$ cat config.mk
export PLATFORM = sky130hd
export DESIGN_NAME = gpio_serial_loader
export DESIGN_NICKNAME = d
export VERILOG_FILES = /design/src/rtl/gpio_cfg_pkg.sv /design/src/rtl/gpio_serial_chain_shifter.sv /design/src/rtl/gpio_serial_loader.sv
export SDC_FILE = /design/constraint.sdc
export NUM_CORES = 1
export LEC_CHECK = 0
export BUFFER_PORTS_ARGS = -buffer_cell sky130_fd_sc_hd__buf_2
export CORE_UTILIZATION = 59
export CTS_CLUSTER_DIAMETER = 100
export CTS_CLUSTER_SIZE = 10
export DETAILED_ROUTE_END_ITERATION = 10
export PLACE_DENSITY = 0.91
export SYNTH_ARGS = -nofsm -noshare
export SYNTH_HDL_FRONTEND = slang
export SYNTH_HIERARCHICAL = 1
export SYNTH_SLANG_ARGS = --single-unit
$ cat constraint.sdc
create_clock -name clock -period 8.04 [get_ports clock]
set_input_delay 0.402 -clock clock [delete_from_list [all_inputs] [get_ports clock]]
set_output_delay 0.402 -clock clock [all_outputs]
set_load 0.1 [all_outputs]
$ cat src/rtl/gpio_cfg_pkg.sv
// Shared definitions for the user-pad serial configuration path: word width,
// field offsets inside a pad configuration word, reset default and FSM states.
package gpio_cfg_pkg;

   localparam int CFG_BITS = 13;

   // Bit positions of the fields inside one pad configuration word
   localparam int CFG_MGMT_EN     = 0;
   localparam int CFG_OUTENB      = 1;
   localparam int CFG_HOLDOVER    = 2;
   localparam int CFG_INP_DIS     = 3;
   localparam int CFG_IB_MODE_SEL = 4;
   localparam int CFG_ANALOG_EN   = 5;
   localparam int CFG_ANALOG_SEL  = 6;
   localparam int CFG_ANALOG_POL  = 7;
   localparam int CFG_SLOW_SEL    = 8;
   localparam int CFG_VTRIP_SEL   = 9;
   localparam int CFG_DM_LSB      = 10;
   localparam int CFG_DM_MSB      = 12;

   // Power-on word: management-controlled, output disabled, dm = 3'b110
   localparam logic [CFG_BITS-1:0] CFG_DEFAULT = 13'h1803;

   typedef enum logic [2:0] {
      IDLE,
      CHAIN_RST,
      SHIFT,
      LOAD,
      DONE
   } state_t;

   function automatic int max_int(input int a, input int b);
      return (a > b) ? a : b;
   endfunction

endpackage

$ cat src/rtl/gpio_serial_chain_shifter.sv
// Parallel-load, MSB-out shift register for one serial chain. The chain word
// occupies the low bits of an NB-bit register so a shorter chain emits
// leading zeros and ends its valid data on the same final bit as the longer one.
module gpio_serial_chain_shifter
   import gpio_cfg_pkg::*;
#(
   parameter int NUM_PADS = 19,
   parameter int NB       = 19 * CFG_BITS
) (
   input  logic                         clock,
   input  logic                         resetb,
   input  logic                         load,
   input  logic                         shift,
   input  logic [NUM_PADS*CFG_BITS-1:0] data,
   output logic                         msb
);

   logic [NB-1:0] sr;

   // Snapshot the chain word on load, otherwise shift one bit toward the MSB
   always_ff @(posedge clock) begin
      // NOTE: the shift register is reset so a transfer aborted by reset leaves no stale snapshot behind.
      if (!resetb) begin
         sr <= '0;
      end else if (load) begin
         sr <= NB'(data);
      end else if (shift) begin
         sr <= {sr[NB-2:0], 1'b0};
      end
   end

   assign msb = sr[NB-1];

endmodule

$ cat src/rtl/gpio_serial_loader.sv
// Transmitter for the two user-pad configuration chains. A start request
// snapshots every pad word, pulses the chain reset, shifts both chains in
// lockstep with a divided serial clock and finally pulses serial_load.
module gpio_serial_loader
   import gpio_cfg_pkg::*;
#(
   parameter int NUM_PADS_1 = 19,
   parameter int NUM_PADS_2 = 19,
   parameter int CLK_DIV    = 2
) (
   input  logic                                       clock,
   input  logic                                       resetb,
   input  logic                                       start,
   input  logic [(NUM_PADS_1+NUM_PADS_2)*CFG_BITS-1:0] cfg_data,
   output logic                                       busy,
   output logic                                       done,
   output logic                                       serial_clock,
   output logic                                       serial_resetn,
   output logic                                       serial_load,
   output logic                                       serial_data_1,
   output logic                                       serial_data_2
);

   localparam int D    = CLK_DIV;
   localparam int LEN1 = NUM_PADS_1 * CFG_BITS;
   localparam int LEN2 = NUM_PADS_2 * CFG_BITS;
   localparam int NB   = max_int(NUM_PADS_1, NUM_PADS_2) * CFG_BITS;
   localparam int CW   = $clog2(2 * D + 1);
   localparam int BW   = $clog2(NB + 1);

   localparam logic [CW-1:0] PH_LOW_END  = CW'(D - 1);
   localparam logic [CW-1:0] PH_HIGH_END = CW'(2 * D - 1);
   localparam logic [CW-1:0] PH_LOAD_END = CW'(2 * D);
   localparam logic [BW-1:0] LAST_BIT    = BW'(NB - 1);

   state_t          state;
   logic [CW-1:0]   cnt;
   logic [BW-1:0]   bit_cnt;
   logic [LEN1-1:0] chain1_word;
   logic [LEN2-1:0] chain2_word;
   logic            msb_1;
   logic            msb_2;
   logic            load_sr;
   logic            emit;

   // Chain 1 already has pad NUM_PADS_1-1 in its top bits; chain 2 must be
   // reversed word-wise so its first pad (index NUM_PADS_1) leaves first.
   assign chain1_word = cfg_data[LEN1-1:0];

   for (genvar j = 0; j < NUM_PADS_2; j++) begin : g_chain2_order
      assign chain2_word[(NUM_PADS_2-1-j)*CFG_BITS +: CFG_BITS] =
         cfg_data[(NUM_PADS_1+j)*CFG_BITS +: CFG_BITS];
   end

   assign load_sr = (state == IDLE) && start;
   assign emit    = ((state == CHAIN_RST) && (cnt == PH_LOW_END)) ||
                    ((state == SHIFT) && (cnt == PH_HIGH_END) && (bit_cnt != LAST_BIT));

   gpio_serial_chain_shifter #(.NUM_PADS(NUM_PADS_1), .NB(NB)) u_chain_1 (
      .clock  (clock),
      .resetb (resetb),
      .load   (load_sr),
      .shift  (emit),
      .data   (chain1_word),
      .msb    (msb_1)
   );

   gpio_serial_chain_shifter #(.NUM_PADS(NUM_PADS_2), .NB(NB)) u_chain_2 (
      .clock  (clock),
      .resetb (resetb),
      .load   (load_sr),
      .shift  (emit),
      .data   (chain2_word),
      .msb    (msb_2)
   );

   // Transfer sequencer with every serial-side output registered
   always_ff @(posedge clock) begin
      // NOTE: non-blocking assignments keep each register update ordered by the clock edge, not by statement order.
      if (!resetb) begin
         state         <= IDLE;
         cnt           <= '0;
         bit_cnt       <= '0;
         busy          <= 1'b0;
         done          <= 1'b0;
         serial_clock  <= 1'b0;
         serial_resetn <= 1'b0;
         serial_load   <= 1'b0;
         serial_data_1 <= 1'b0;
         serial_data_2 <= 1'b0;
      end else begin
         done <= 1'b0;
         case (state)
            IDLE: begin
               serial_resetn <= 1'b1;
               if (start) begin
                  busy          <= 1'b1;
                  serial_resetn <= 1'b0;
                  cnt           <= '0;
                  state         <= CHAIN_RST;
               end
            end
            CHAIN_RST: begin
               if (cnt == PH_LOW_END) begin
                  serial_resetn <= 1'b1;
                  cnt           <= '0;
                  bit_cnt       <= '0;
                  serial_data_1 <= msb_1;
                  serial_data_2 <= msb_2;
                  state         <= SHIFT;
               end else begin
                  cnt <= cnt + CW'(1);
               end
            end
            SHIFT: begin
               if (cnt == PH_LOW_END) begin
                  serial_clock <= 1'b1;
                  cnt          <= cnt + CW'(1);
               end else if (cnt == PH_HIGH_END) begin
                  serial_clock <= 1'b0;
                  cnt          <= '0;
                  if (bit_cnt == LAST_BIT) begin
                     state <= LOAD;
                  end else begin
                     bit_cnt       <= bit_cnt + BW'(1);
                     serial_data_1 <= msb_1;
                     serial_data_2 <= msb_2;
                  end
               end else begin
                  cnt <= cnt + CW'(1);
               end
            end
            LOAD: begin
               if (cnt == PH_LOW_END) begin
                  serial_load <= 1'b1;
               end else if (cnt == PH_HIGH_END) begin
                  serial_load <= 1'b0;
               end
               if (cnt == PH_LOAD_END) begin
                  done  <= 1'b1;
                  busy  <= 1'b0;
                  cnt   <= '0;
                  state <= DONE;
               end else begin
                  cnt <= cnt + CW'(1);
               end
            end
            DONE: begin
               state <= IDLE;
            end
            default: begin
               state <= IDLE;
            end
         endcase
      end
   end

endmodule

==> results of run 1 <==
==> per-layer routing <==
metal  GRT usage  vias up
li1            -     9142
met4      0.1387       10
met2      0.4121      478
met3     0.05088      157
met1      0.2723     8779
met5           0        -
==> cell families after synthesis <==
kind of cell	after synthesis
buffers and inverters	230
and+or+nand+nor	547
adders and majority gates	7
AOI/OAI and AO/OA	523
xor gates and xnor gates	1
muxes	500
DFF	515
==> worst register-to-register path, cell delays in order (launching register included) <==
cell,delay [ns]
dfxtp_1,0.40
ha_1,0.20
ha_1,0.32
o21a_1,0.20
a22oi_1,0.10
nor2_4,0.61
buf_12,0.86
mux2_2,0.70
o211a_1,0.22
==> sequential cells by signal, indices dropped and copies added (netlist names) <==
register	count
u_chain_1/sr	247
state	3
busy	1
bit_cnt	8
serial_clock	1
serial_data_1	1
serial_load	1
u_chain_2/sr	247
cnt	3
serial_data_2	1
serial_resetn	1
done	1
==> how the worst min path moves through the flow <==
stage                start              end  slack, ns  cells after the start
2_1_floorplan       cnt[1]           cnt[1]       0.45                      2
3_3_place_gp        cnt[1]           cnt[1]       0.47                      2
3_5_place_dp        cnt[1]           cnt[1]       0.47                      2
4_1_cts        cfg_data[0]  u_chain_1/sr[0]       0.01                      3
5_1_grt        cfg_data[0]  u_chain_1/sr[0]       0.03                      3
6_report       cfg_data[0]  u_chain_1/sr[0]       0.05                      3
==> power by group <==
| group | switching, mW | internal [mW] | total, mW |
|---|---|---|---|
| combinational | 0.618 | 0.723 | 1.34 |
| sequential | 0.162 | 2.90 | 3.06 |
| clock | 0.971 | 1.28 | 2.25 |
| total | 1.75 | 4.90 | 6.65 |
==> cells in the final DEF (no fill, tap or decap), types with 2 or more instances in the layout <==
cell | synthesis | routed
a31oi_1 | 4 | 4
nor3_1 | 3 | 3
mux2i_1 | 6 | 6
mux2_1 | 210 | 210
nand2b_1 | 495 | 495
o211a_1 | 492 | 492
or3b_1 | 3 | 3
nor2b_1 | 2 | 2
clkbuf_16 | 0 | 59
a21boi_1 | 2 | 2
a21oi_1 | 9 | 9
mux2_2 | 284 | 284
nand3_1 | 8 | 8
a41oi_1 | 2 | 2
ha_1 | 7 | 7
or2_2 | 2 | 2
buf_4 | 6 | 10
nor2_1 | 18 | 17
inv_1 | 9 | 9
diode_2 | 0 | 30
a211oi_1 | 2 | 2
dfxtp_1 | 515 | 515
buf_12 | 0 | 4
nand4_1 | 2 | 2
nand2_1 | 6 | 6
o21ai_0 | 7 | 7
buf_2 | 58 | 502
==> cell type report <==
| class | instances | area (um2) | area share |
|---|---|---|---|
| diodes | 30 | 75.07 | 0.002539 |
| inverters | 9 | 33.78 | 0.001142 |
| clock inverters | 2 | 16.27 | 0.0005501 |
| clock buffers | 59 | 1476 | 0.04993 |
| repair buffers | 517 | 2683 | 0.09072 |
| multi-input cells | 1578 | 14240 | 0.4817 |
| well taps | 585 | 732.0 | 0.02475 |
| flip-flops and latches | 515 | 10310 | 0.3487 |
==> stage by stage <==
| step | instances | total power [mW] | hold slack, ns |
|---|---|---|---|
| 2_1_floorplan | 2323 | 4.175 | 0.4530 |
| 3_3_place_gp | 3204 | 4.351 | 0.4664 |
| 3_5_place_dp | 3204 | 4.439 | 0.4725 |
| 4_1_cts | 3265 | 6.702 | 0.01233 |
| 5_1_grt | 3291 | 6.963 | 0.03315 |
| 6_report | 3295 | 6.649 | 0.05084 |
==> metrics.md, run 1 <==
| Metric | Value |
|---|---|
| Worst setup endpoint | u_chain_1/sr[162] |
| Synth top area share | 0.3981 |
| Max-capacitance violation count | 0 |
| Fin. Hold Viols | 0 |
| Worst-skew pair later-pin latency | between 0.6 and 0.7 ns |
| Syn_nets | roughly 2800 |
| H-Tree Depth | 2 |
| Routability-driven placement congestion ratio | slightly above 0.8 |
| DR pass1 iterations | 6 |
| RSZ-0062 raised after global routing | false |
| Hold buffer count at CTS | 0 |
| Maximum root-to-sink buffer count | 3 |
| PwrDens | 224.9 nW/um2 |
| Post-synth ARST share | 0 |
| Post-DP HPWL | about 36 mm |
| Clk sinks | between 500 and 600 |
| Reg2Reg Depth | 8 |
| Initial antenna violation count | 33 |
| Dominant cells by area after synthesis | dfxtp_1 40%, o211a_1 19%, mux2_2 12% |
| Sum Neg Setup Slack | 0 ns |
| I/O pins | approximately 500 |
| Worst setup SP type | flop |
| Leakage | roughly 17 nW |
| Routed Antenna Nets | 0 |
| Most used cell, CP | ha_1 |
| Dominant cell type by area after synthesis | dfxtp_1 |
| Worst Setup SP | cnt[0] |
| Port-buffer cells | around 500 |
| Met3 Wirelength | ~3.1 mm |
| First-pass GRT wire length | 88.02 mm |
| Initial DRC Count | 1329 |
| Final std cell area, no fill | approximately 30000 um2 |
| Adder-cell area share of the yosys netlist | 0.003382 |
| Vias per inst | around 5.6 |
| CTS root buffer | clkbuf_16 |
| FF-to-FF Start | cnt[0] |
| Rel. slew slack | 0.1244 |
| Die Area | roughly 45000 um2 |
| Gr usage total | 0.2388 |
| DRC violations left | 0 |
| Die width | between 200 and 250 um |
| Via count | 18566 |
| Fillers | 3165 |
| Syn-to-layout area delta | 14.19% |
| PnR worst setup slack | between 4 and 5 ns |
| F_max | 268.5 MHz |
| Fin crit share | 0.4633 |
| Most common cell in the netlist | dfxtp_1 |
| CP Depth | 8 |
| Cells after Synth | between 2000 and 2500 |
| EDFF count, synth | 0 |
| Synth Area in Simple Gates | 0.1306 |
| Drt wl/cell | approximately 17 um |
| Final Max Tran Viols | 0 |
| Slowest stage cell, crit path | buf_12 |
| CP Cell Sequence | ha_1 -> ha_1 -> o21a_1 -> a22oi_1 -> nor2_4 -> buf_12 -> mux2_2 -> o211a_1 |
| CP delay by family, top | buffers and inverters |
| Worst vdd ir | 171.4 uV |
| Vias in the first global route | approximately 18000 |
| Syn avg cell area | 11.15 um2 |
| YS warnings | 6 |
| Reg clk slew, reported paths | roughly 0.06 ns |
| Reg-to-Reg End | u_chain_1/sr[162] |
| Largest family of logic cells by synthesized area | multiplexers |
| Layout net count | 3182 |
| Status | finished, final reports clean |
| Overall die height | ~210 um |
| Critical path arrival | about 4.2 ns |
| XOR/XNOR share of the synthesized area | 0.0003382 |
| Layout cells sized above 1 | 0.3250 |
| Worst Skew | around 0.028 ns |
| CP max FO | between 200 and 250 |
| Starting Density | 0.5998 |
| Minimum clock period | roughly 3.7 ns |
| Delay of the slowest critical-path stage | about 0.85 ns |
| Synth Area in Compound Gates | 0.1980 |
| Max Used Layer | met5 |
| Largest net degree at the start of global routing | between 200 and 250 |
| Reg2reg setup slack | roughly 4.3 ns |
| Cells resized by post-CTS repair | 0 |
| Register area share after synthesis | 0.3981 |
| CP Data Required Time | 8.52 ns |
| Post-Place Worst Slack | roughly 4.4 ns |
| Post-CTS setup buffers | 0 |
| Yosys reg bits | about 500 |
| Final setup viols | 0 |
| Row Count | 76 |
| Metal-1 WL | around 23 mm |
| Synth Flop Type | dfxtp_1 |
| Final WL | ~56 mm |
| Most frequent cells after synthesis | 515 x dfxtp_1, 495 x nand2b_1, 492 x o211a_1, 284 x mux2_2, 210 x mux2_1 |
| Met2 wire len | 28.13 mm |
| Multiplexer share of the synthesized area | 0.2171 |
| Grt ovf | 0 |
| Worst Setup Path Type | flop to flop |
| Hold crit path type | input pin to flop |
| Final Util | 0.6849 |
| Slew @ Worst Pin | roughly 1.3 ns |
| CP Capture Type | flop |
| Unique masters post-synth | 40 |
| Core Area | about 43000 um2 |
| CTS tree | built |
| Synth Cell Area | 25900 um2 |
| Area after DPL | roughly 28000 um2 |
| WP buf/inv | 1 |
| Inserted Clock Buffers | 57 |
(Power assumes the default switching activity.)
==> run 2: changes to the inputs <==
--- a/config.mk
+++ b/config.mk
@@ -6,11 +6,11 @@
 export NUM_CORES = 1
 export LEC_CHECK = 0
 export BUFFER_PORTS_ARGS = -buffer_cell sky130_fd_sc_hd__buf_2
-export CORE_UTILIZATION = 59
+export CORE_UTILIZATION = 56
 export CTS_CLUSTER_DIAMETER = 100
 export CTS_CLUSTER_SIZE = 10
 export DETAILED_ROUTE_END_ITERATION = 10
-export PLACE_DENSITY = 0.91
+export PLACE_DENSITY = 0.88
 export SYNTH_ARGS = -nofsm -noshare
 export SYNTH_HDL_FRONTEND = slang
 export SYNTH_HIERARCHICAL = 1
==> constraint.sdc (replaced) <==
create_clock -name clock -period 3.5 [get_ports clock]
set_input_delay 0.175 -clock clock [delete_from_list [all_inputs] [get_ports clock]]
set_output_delay 0.175 -clock clock [all_outputs]
set_load 0.1 [all_outputs]
==> run 2 against run 1 <==
Effect of this change: global-route usage rose by 11 points; die area rose by 5.3%; flip-flop and latch count did not move; combinational power rose to 2.9 times the previous value; critical path type unchanged; worst hold slack improved by 0.056 ns; maximum frequency rose by 24%; largest cell class unchanged; critical endpoint is now u_chain_2/sr[86]; sequential share of layout area fell by 5.2 points; cell area rose by 18%; register-to-register slack got worse by 3.8 ns; worst setup slack got worse by 3.8 ns; largest power group unchanged; count of clock-buffer cells in the layout did not move.
==> metrics.md, run 2 (synthesized netlist as in run 1, its figures left out) <==
| Metric | Value |
|---|---|
| Final Power | 16.39 mW (+150%) |
| Critical path arrival | 3.48 ns (-0.72 ns) |
| Slowest stage cell, crit path | buf_4 |
| Grt ovf | 0 (unchanged) |
| F_max | 333.0 MHz (+24%) |
| Vias per inst | 5.986 (+6.2%) |
| Worst Skew | 0.02112 ns (-0.006464 ns) |
| DRC violations left | 0 (unchanged) |
| Vias in the first global route | 24143 (+32%) |
| Drt wl/cell | 22.42 um (+31%) |
| Routed Antenna Nets | 0 (unchanged) |
| DR pass1 iterations | 6 (unchanged) |
| Final WL | 85.26 mm (+51%) |
| Gr usage total | 0.3474 (+0.1085) |
| RSZ-0062 raised after global routing | false |
| Final setup viols | 0 (unchanged) |
| Worst setup SP type | flop |
| Largest net degree at the start of global routing | 178 (-26%) |
| Slew @ Worst Pin | 0.7567 ns (-0.5568 ns) |
| Fin crit share | 0.8579 (+0.3947) |
| Die width | 217.0 um (+2.6%) |
| Core Area | 45480 um2 (+5.3%) |
| Rel. slew slack | 0.4955 (+0.3712) |
| Syn-to-layout area delta | 34.38% |
| Area after DPL | 28320 um2 (+1.1%) |
| Minimum clock period | 3.003 ns (-0.7220 ns) |
| Leakage | 18.74 nW (+13%) |
| Port-buffer cells | 503 (unchanged) |
| CP Data Required Time | 3.98 ns (-4.54 ns) |
| Commonest non-fill, non-tap cells in the layout | 515 x dfxtp_1, 502 x buf_2, 495 x nand2b_1, 495 x dlygate4sd3_1, 492 x o211a_1 |
| WP buf/inv | 2 (+1) |
| Row Count | 78 (+2.6%) |
| Hold crit path type | input pin to flop |
| Delay of the slowest critical-path stage | 0.44 ns (-0.41 ns) |
| Via count | 22765 (+23%) |
| Fin. Hold Viols | 0 (unchanged) |
| Initial antenna violation count | 12 (-64%) |
| Worst vdd ir | 366.8 uV (+110%) |
| Routability-driven placement congestion ratio | 0.7996 (-0.90%) |
| CTS root buffer | clkbuf_16 |
| First-pass GRT wire length | 129.9 mm (+48%) |
| Overall die height | 217.0 um (+2.6%) |
| Max-capacitance violation count | 0 (unchanged) |
| Reg clk slew, reported paths | 0.06 ns (about the same) |
| PwrDens | 471.1 nW/um2 (+110%) |
| CTS tree | built |
| PnR worst setup slack | 0.4973 ns (-3.818 ns) |
| Layout net count | 3694 (+16%) |
| Post-Place Worst Slack | 0.6196 ns (-3.805 ns) |
| CP max FO | 30 (-87%) |
| Worst-skew pair later-pin latency | 0.60 ns (about the same) |
| H-Tree Depth | 2 (unchanged) |
| Final Max Tran Viols | 0 (unchanged) |
| Final std cell area, no fill | 34800 um2 (+18%) |
| Initial DRC Count | 1938 (+46%) |
| Most common cell after layout, fill and taps aside | dfxtp_1 |
| Inserted Clock Buffers | 57 (unchanged) |
| Layout cells sized above 1 | 0.2782 (-0.04680) |
| Starting Density | 0.5694 (-0.03043) |
| Largest registers | u_chain_1/sr (247), u_chain_2/sr (247), bit_cnt (8) |
| Maximum root-to-sink buffer count | 3 (unchanged) |
| Sum Neg Setup Slack | 0 ns (unchanged) |
| CP Cell Sequence | ha_1 -> ha_1 -> o21a_1 -> a22oi_1 -> nor2_4 -> buf_4 -> buf_4 -> mux2_1 -> o211a_1 |
| Die Area | 47110 um2 (+5.3%) |
| Post-DP HPWL | 38.10 mm (+5.8%) |
| CP Capture Type | flop |
| Worst Setup Path Type | flop to flop |
| Cells resized by post-CTS repair | 0 (unchanged) |
| CP delay by family, top | buffers and inverters |
| Clk sinks | 515 (unchanged) |
| Status | finished, final reports clean |
| Final Util | 0.7652 (+0.08022) |
| I/O pins | 504 (unchanged) |
-- run 2: cell count changes in the layout (fill, tap and decap cells not counted) --
| cell | change |
|---|---|
| dlygate4sd3_1 | +495 |
| diode_2 | -19 |
| buf_12 | +14 |
| buf_4 | +3 |
-- run 2: power by group --
| group | internal, mW | switching (mW) | leakage, nW |
|---|---|---|---|
| sequential | 6.66 | 0.493 | 4.27 |
| combinational | 2.09 | 1.85 | 13.7 |
| clock | 2.94 | 2.37 | 0.732 |
| total | 11.7 | 4.71 | 18.7 |
-- run 2: metal layers --
layer  GRT usage  wire length (um)  up-vias
met3     0.07240              5549      458
li1            -                 -    10121
met5           0                13        -
met2      0.6233             43410     1230
met4      0.2514              6140        2
met1      0.3579             30140    10954
-- run 2: path summary, 6_finish.rpt --
| check | start | to | slack, ns | cells past startpoint |
|---|---|---|---|---|
| worst min-delay path | resetb | u_chain_2/sr[28] | 0.11 | 2 |
| worst max-delay path | cnt[0] | u_chain_2/sr[86] | 0.50 | 9 |
| worst max register to register | cnt[0] | u_chain_2/sr[86] | 0.50 | 9 |
| worst min register to register | cnt[1] | cnt[1] | 0.48 | 2 |
-- run 2: repair_timing --
item | CTS | global route
hold endpoints to repair | 495 | 0
hold buffers | 495 | 0
setup buffers | 0 | 0
-- run 2: stage by stage --
stage	instances	hold WS, ns
finish	3803	0.1067
detailed placement	3236	0.4663
floorplan	2323	0.3133
global route	3802	0.1162
global placement	3236	0.4585
CTS	3792	0.07796
-- run 2: cell type report --
type | count | area (um2)
multi-input combinational | 1578 | 14240
fill | 2450 | 10680
sequential | 515 | 10310
timing repair buffer | 1029 | 7940
clock buffer | 59 | 1476
tap | 600 | 750.7
inverter | 9 | 33.78
antenna | 11 | 27.53
clock inverter | 2 | 16.27
-- run 2: worst reg2reg max path, delay by kind of cell (launching register included) --
family	cells	cell delay (ns)
flip-flops	1	0.40
buffers and inverters	2	0.78
AO/OA/AOI/OAI	3	0.53
multiplexers	1	0.43
adder cells (fa/ha/maj)	2	0.51
AND/OR/NAND/NOR	1	0.23
